--- src/rtl/piton_int_pkg.sv ---
// rtl/piton_int_pkg.sv - interrupt word layout and constants shared by the sender and the core-side decoder
package piton_int_pkg;

  localparam logic [1:0] INT_TYPE_RESET = 2'b01;
  localparam logic [5:0] INT_VEC_POR    = 6'b000001;

  localparam int INT_TYPE_LSB = 16;
  localparam int INT_TID_LSB  = 8;
  localparam int INT_VEC_LSB  = 0;

  typedef struct packed {
    logic [45:0] rsvd_hi;
    logic [1:0]  int_type;
    logic [7:0]  tid;
    logic [1:0]  rsvd_lo;
    logic [5:0]  vec;
  } int_vec_t;

  typedef enum logic [1:0] {
    WAIT_INIT,
    SEND,
    DONE
  } wake_state_e;

  function automatic int_vec_t make_int_word(input logic [1:0] int_type,
                                             input logic [7:0] tid,
                                             input logic [5:0] vec);
    return int_vec_t'((64'(int_type) << INT_TYPE_LSB) |
                      (64'(tid)      << INT_TID_LSB)  |
                      (64'(vec)      << INT_VEC_LSB));
  endfunction

endpackage

--- src/rtl/piton_int_out_reg.sv ---
// rtl/piton_int_out_reg.sv - 1-entry valid/ready output register shared by the boot and software paths
module piton_int_out_reg
  import piton_int_pkg::*;
(
  input  logic     clk_i,
  input  logic     reset_l,
  input  logic     in_val,
  input  int_vec_t in_data,
  output logic     in_rdy,
  output logic     out_val,
  output int_vec_t out_data,
  input  logic     out_rdy
);

  // Accept a new word whenever the slot is empty or is draining this cycle.
  assign in_rdy = !out_val || out_rdy;

  always_ff @(posedge clk_i or negedge reset_l) begin
    if (!reset_l) begin
      out_val  <= 1'b0;
      out_data <= '0;
    end else if (in_val && in_rdy) begin
      out_val  <= 1'b1;
      out_data <= in_data;
    end else if (out_rdy) begin
      out_val  <= 1'b0;
    end
  end

endmodule

--- src/rtl/piton_wakeup_int_sender.sv ---
// rtl/piton_wakeup_int_sender.sv - issues power-on wakeup interrupts to the tiles, then forwards software interrupts
module piton_wakeup_int_sender
  import piton_int_pkg::*;
#(
  parameter int NumTiles        = 1,
  parameter int InitDelayCycles = 32768,
  parameter int WakeAllTiles    = 0,
  parameter int TileIdWidth     = 8
) (
  input  logic        clk_i,
  input  logic        reset_l,
  output logic        int_val_o,
  output logic [63:0] int_data_o,
  input  logic        int_rdy_i,
  input  logic        sw_val_i,
  input  logic [63:0] sw_data_i,
  output logic        sw_rdy_o,
  output logic        boot_done_o
);

  localparam int CntWidth = $clog2(InitDelayCycles + 1);
  localparam int IdxWidth = (NumTiles > 1) ? $clog2(NumTiles) : 1;

  localparam logic [CntWidth-1:0] CntLast = CntWidth'(InitDelayCycles - 1);
  localparam logic [CntWidth-1:0] CntMax  = CntWidth'(InitDelayCycles);
  localparam logic [IdxWidth-1:0] IdxLast = IdxWidth'(NumTiles - 1);

  if (NumTiles < 1 || NumTiles > 2**TileIdWidth || TileIdWidth > 8 ||
      InitDelayCycles < 1) begin : g_param_check
    $error("piton_wakeup_int_sender: illegal parameter combination");
  end

  wake_state_e         state_q, state_d;
  logic [CntWidth-1:0] cnt_q;
  logic [IdxWidth-1:0] idx_q, idx_d;
  logic                more_tiles;
  logic                ld_val, ld_rdy;
  int_vec_t            ld_data, out_data;

  function automatic int_vec_t boot_word(input logic [IdxWidth-1:0] idx);
    return make_int_word(INT_TYPE_RESET, 8'(idx), INT_VEC_POR);
  endfunction

  assign more_tiles = (WakeAllTiles != 0) && (idx_q != IdxLast);

  // The first boot word is loaded on the last wait cycle so it is visible
  // exactly InitDelayCycles edges after reset release.
  always_comb begin
    state_d  = state_q;
    idx_d    = idx_q;
    ld_val   = 1'b0;
    ld_data  = boot_word(idx_q);
    sw_rdy_o = 1'b0;
    unique case (state_q)
      WAIT_INIT: begin
        if (cnt_q == CntLast) begin
          ld_val  = 1'b1;
          state_d = SEND;
        end
      end
      SEND: begin
        if (int_val_o && int_rdy_i) begin
          if (more_tiles) begin
            idx_d   = idx_q + IdxWidth'(1);
            ld_val  = 1'b1;
            ld_data = boot_word(idx_q + IdxWidth'(1));
          end else begin
            state_d = DONE;
          end
        end
      end
      DONE: begin
        ld_val   = sw_val_i;
        ld_data  = sw_data_i;
        sw_rdy_o = ld_rdy;
      end
      default: state_d = WAIT_INIT;
    endcase
  end

  always_ff @(posedge clk_i or negedge reset_l) begin
    if (!reset_l) begin
      state_q <= WAIT_INIT;
      cnt_q   <= '0;
      idx_q   <= '0;
    end else begin
      state_q <= state_d;
      idx_q   <= idx_d;
      if (state_q == WAIT_INIT && cnt_q != CntMax) begin
        cnt_q <= cnt_q + CntWidth'(1);
      end
    end
  end

  piton_int_out_reg u_out_reg (
    .clk_i    (clk_i),
    .reset_l  (reset_l),
    .in_val   (ld_val),
    .in_data  (ld_data),
    .in_rdy   (ld_rdy),
    .out_val  (int_val_o),
    .out_data (out_data),
    .out_rdy  (int_rdy_i)
  );

  assign int_data_o  = out_data;
  assign boot_done_o = (state_q == DONE);

endmodule

--- config.mk ---
export PLATFORM = sky130hd
export DESIGN_NAME = piton_wakeup_int_sender
export DESIGN_NICKNAME = d
export VERILOG_FILES = /design/src/rtl/piton_int_pkg.sv /design/src/rtl/piton_int_out_reg.sv /design/src/rtl/piton_wakeup_int_sender.sv
export SDC_FILE = /design/constraint.sdc
export NUM_CORES = 1
export LEC_CHECK = 0
export CAP_MARGIN = 20
export CORE_ASPECT_RATIO = 0.75
export CORE_UTILIZATION = 36
export CTS_CLUSTER_DIAMETER = 60
export CTS_CLUSTER_SIZE = 14
export DETAILED_ROUTE_END_ITERATION = 16
export GPL_TIMING_DRIVEN = 0
export PLACE_DENSITY = 0.71
export SLEW_MARGIN = 20
export SYNTH_ARGS = -nofsm -noshare
export SYNTH_HDL_FRONTEND = slang
export SYNTH_SLANG_ARGS = --single-unit
--- constraint.sdc ---
create_clock -name clk_i -period 2.4 [get_ports clk_i]
set_input_delay 0.36 -clock clk_i [delete_from_list [all_inputs] [get_ports clk_i]]
set_output_delay 0.36 -clock clk_i [all_outputs]
set_load 0.02 [all_outputs]
## Yosys cells after proc, flatten, opt, wreduce, memory -nomap -nowiden

Index checks and enable logic that the tools add are counted.

| storage, ports and cells | value |
|---|---|
| output and inout bits | 67 |
| register bits | 83 |

| operators by class | value |
|---|---|
| equality and inequality tests | 6 |
| add/sub/neg operators | 1 |
| reduce and logical (&&, ||, !) cells | 8 |
| bitwise logic cells | 1 |
| mux-type cells | 9 |

Operators with widths:

| cell | number |
|---|---|
| $mux W64 | 1 |
| $add A16 B1 Y16 const B | 1 |
| $eq A16 B15 Y1 const B | 1 |
| $ne A16 B16 Y1 const B | 1 |
| $pmux W2 S3 | 1 |
| $mux W1 | 4 |
| $mux W2 | 2 |
| $ne A2 B2 Y1 const B | 2 |
| $logic_and A1 B1 Y1 | 3 |
| $reduce_and A3 Y1 | 1 |
| $eq A2 B1 Y1 const B | 1 |
| $eq A2 B2 Y1 const B | 1 |
| $logic_not A2 Y1 | 1 |
| $pmux W1 S2 | 1 |
| $reduce_bool A2 Y1 | 1 |
| $logic_not A1 Y1 | 1 |
| $logic_or A1 B1 Y1 | 1 |
| $not A1 Y1 | 1 |

## Logic depth before layout (Yosys ltp)

| depth | value |
|---|---|
| word-level depth | 5 |
| mapped depth | 6 |
| gate-level depth less buffers | 6 |

## Modules after synthesis

A second synthesis with hierarchy kept.

| unflattened totals | value |
|---|---|
| cell total of the unflattened synthesis | 292 |
| area, all modules | 3973.8 µm² |

Modules (own cells, without submodules):

| module | area each (µm²) | times used | cells an instance | seq. area each (µm²) |
|---|---|---|---|---|
| piton_int_out_reg | 2671.3 | 1 | 138 | 1626.6 |
| piton_wakeup_int_sender | 1302.5 | 1 | 154 | 450.4 |

## Worst setup path before layout

Ideal clock, no wire load.

| timing | value |
|---|---|
| path type | register to register |
| from | register u_out_reg.out_val |
| to | register u_out_reg.out_data[10] (netlist name) |
| path slack | 587 ps |
| buffers on the path | 2 |
| cell stages (with the launch flop) | 7 |
| setup time | 119 ps |
| data required time | 2281 ps |
| arrival time | 1694 ps |
| period minus slack after synthesis | 1813 ps |
| cells stage by stage | dfrtp_1 nor2b_2 nor3b_2 buf_4 buf_4 mux2i_1 nor2_2 |

| on the way | value |
|---|---|
| longest elaborated chain between the ends | 3 |

Ends and longest elaborated chain:

| element | RTL line | text |
|---|---|---|
| start, declared | piton_int_out_reg.sv:10 | `output logic out_val,` |
| start signal, assigned | piton_int_out_reg.sv:20 | `out_val <= 1'b0;` |
| start signal, assigned | piton_int_out_reg.sv:23 | `out_val <= 1'b1;` |
| start signal, assigned | piton_int_out_reg.sv:26 | `out_val <= 1'b0;` |
| $logic_not A1 Y1 | piton_int_out_reg.sv:16 | `assign in_rdy = !out_val \|\| out_rdy;` |
| $logic_or A1 B1 Y1 | piton_int_out_reg.sv:16 |  |
| $logic_and A1 B1 Y1 | piton_int_out_reg.sv:22 | `end else if (in_val && in_rdy) begin` |

No other way between the ends.
A chain may end at the register's enable or synchronous reset.

## Final worst setup path

| timing | value |
|---|---|
| from | input int_rdy_i |
| to | register u_out_reg.out_data[14] (netlist name) |

| on the way | value |
|---|---|
| longest elaborated chain between the ends | 2 |

Ends and longest elaborated chain:

| element | RTL line | text |
|---|---|---|
| start, declared | piton_wakeup_int_sender.sv:14 | `input logic int_rdy_i,` |
| $logic_or A1 B1 Y1 | piton_int_out_reg.sv:16 |  |
| $logic_and A1 B1 Y1 | piton_int_out_reg.sv:22 |  |

No other way between the ends.

==> results.yml <==
floorplanning:
  core_region_area_um2: 9850
  ioPinCount: 135
  die_w_um: 119
  rows: 31
  dieArea_um2: 10800
  die_h_um: 90.1
  start_util_pct: 37.8
detailed_routing:
  wl_per_cell_um: 14.3
  routed_wl_mm: 8.19
  first_pass_iters: 5
  drc: 0
  via_count: 2624
  drtIter0Drc: 60
  routed_via_density: 4.58
  ant_nets: 0
clocking:
  cts_max_level: 3
  cts_setup_buffers: 0
  cts.path.max_buffers: 2
  cts_tree: "built"
  hold_buffers: 0
  cts.sinks: 83
  ctsResizeCount: 0
  cts-root-buf: "clkbuf_16"
  cts_made_buffers: 9
  clkTransAtPathRegs_ps: 60
  clkLatencyLatePin_ps: 330
sta:
  fin_crit_ps: 2150
  hold_viol: 0
  fin_skew_ps: 6.70
  slew_viol_final: 0
  max_slew_margin_pct: 39.8
  totalNegativeSetupSlack_ps: 0
  fin_crit_sh_pct: 89.6
  worst_pin_slew_ps: 897
  timing.fmax_mhz: 465
  rsz0062_at_grt: "false"
  setup_viol: 0
synthesis:
  syn_area_um2: 3720
  ys_seq_area_share_pct: 55.8
  synth_nets: 360
  ys_ff_latch: 83
  yosys-top-cells-area: "dfrtp_1, mux2i_1, nor2_2"
  synth_area_leader_cell: "dfrtp_1"
  syn_avg_cell_area_um2: 12.8
  ys_types: 37
  synth_top_area_share_pct: 55.8
  synthCells: 290
  ys_warn_count: 0
critical_path:
  slowest_stage: "nor4_4"
  crit_required_ps: 2620
  path_class: "in2reg"
  cp_num_buf_inv: 2
  critPathMaxFanout: 10
  worstPathArrival_ps: 2370
  max_stage_delay_ps: 810
  cp_top_family: "simple AND/OR/NAND/NOR gates"
  end_kind: "register"
  path_cells: "clkdlybuf4s50_1 -> nor2b_2 -> nor3b_2 -> nor4_4 -> buf_6 -> nor2_2"
  worst_setup_path_start_kind: "input port"
finish:
  final_common_cell: "clkdlybuf4s50_1"
  multi_input_area_um2: 1510
  final_cell_mix: "clkdlybuf4s50_1, dfrtp_1, mux2i_1, nor2_2, xnor2_1"
  register_area_um2: 2080
  drive_above_1_share_pct: 22.9
  finalNetCount: 506
  syn2layout_area_growth_pct: 49.8
  final_core_util_pct: 56.6
  diodes: 0
  fillers: 856
global_routing:
  grt.overflow.total: 0
  grt_pass1_wl_mm: 13.6
  grt_util_met2_pct: 24.3
  grt_max_degree: 45
  grt_use_met3_pct: 5.90
  antenna_found_initial: 0
  use_met1_pct: 21.6
  grt.total_usage_pct: 16.2
  grt_pass1_vias: 2765
  top_usage_layer: "met2"
outcome:
  status: "complete, no violations"
pwr:
  power_density_nw_per_um2: 591
  irDropWorstVdd_v: 0.000369
  total_leakage_power_nw: 2.35
hold_path:
  hold_class: "in2async"
placement:
  io_buffers: 134
  routabilityCongestion: 0.711
  hpwl_mm: 5.79
flow_run:
  drv_cap: 0
[worst paths after layout]
kind                                start                endpoint  slack [ps]  cells after the start
min in group clk_i              cnt_q[15]               cnt_q[15]         500                      1
worst max-delay path            int_rdy_i  u_out_reg.out_data[14]         250                      6
worst max register to register   cnt_q[0]  u_out_reg.out_data[14]         300                      6
max in group asynchronous         reset_l  u_out_reg.out_data[51]        1780                      2
worst min-delay path              reset_l                cnt_q[2]           3                      1
worst min register to register  cnt_q[15]               cnt_q[15]         500                      1
[where the power goes]
part | switching, mW | internal, mW | total, mW
combinational | 0.143 | 0.195 | 0.338
sequential | 0.0220 | 1.44 | 1.46
clock | 0.528 | 0.966 | 1.49
total | 0.693 | 2.60 | 3.30
[logic make-up after synthesis]
kind of cell | Yosys count | synth area share, %
multiplexers | 62 | 16.7
buffers and inverters | 17 | 3.56
flip-flops | 83 | 55.8
AO/OA/AOI/OAI | 5 | 0.974
adder cells (fa/ha/maj) | 2 | 0.672
XOR/XNOR | 15 | 3.53
AND/OR/NAND/NOR | 106 | 18.8
[worst register-to-register path: stages (launching register included)]
cell and delay [ps]:
dfrtp_1 350, ha_1 160, and4bb_2 310, nand4_2 140, nor4_4 700, buf_6 270
nor2_2 60
[area by class of cell]
class | instances | area share [%]
Clock inverter | 4 | 1.30
Buffer | 13 | 2.11
Sequential cell | 83 | 37.2
Clock buffer | 12 | 4.60
Timing Repair Buffer | 135 | 24.4
Multi-Input combinational cell | 190 | 27.1
Inverter | 4 | 0.269
Tap cell | 132 | 2.96
[per-stage QoR]
step                      std cells  hold WS (ps)  setup slack, ps  cell area (µm²)  power (mW)
after global placement          556           485            -2000             5230        1.82
after detailed placement        557           382             -139             5250        1.83
after CTS                       573          20.5              198             5580        3.35
after global routing            573          29.0              125             5580        3.43
final                           573          2.74              248             5580        3.30
after floorplan                 290          64.4              587             3720        1.59
[registers in the layout, summed over array words and instances, names as in the netlist]
signal	count
u_out_reg.out_data	64
state_q	2
cnt_q	16
u_out_reg.out_val	1
[Yosys cell counts, drive strengths merged]
cell / n
dfrtp: 83
nor4: 3
or2: 1
nor2b: 3
nor2: 64
nand3: 3
nand2b: 4
and3: 3
nor4b: 2
mux2i: 62
xor2: 2
nor3b: 1
and4: 2
and2: 2
nand3b: 1
o21ai: 2
nand4: 4
and4bb: 1
buf: 13
a211o: 2
nor3: 1
nand4b: 1
a41oi: 1
xnor2: 13
nand2: 10
ha: 2
inv: 4
[metal layers]
layer  vias up  part of all wire, %
li1       1265                    -
met1      1255                   47
met2        95                   43
met3         9                  8.3
met4         0                  1.1
met5         -                    0
(Power assumes the default switching activity.)
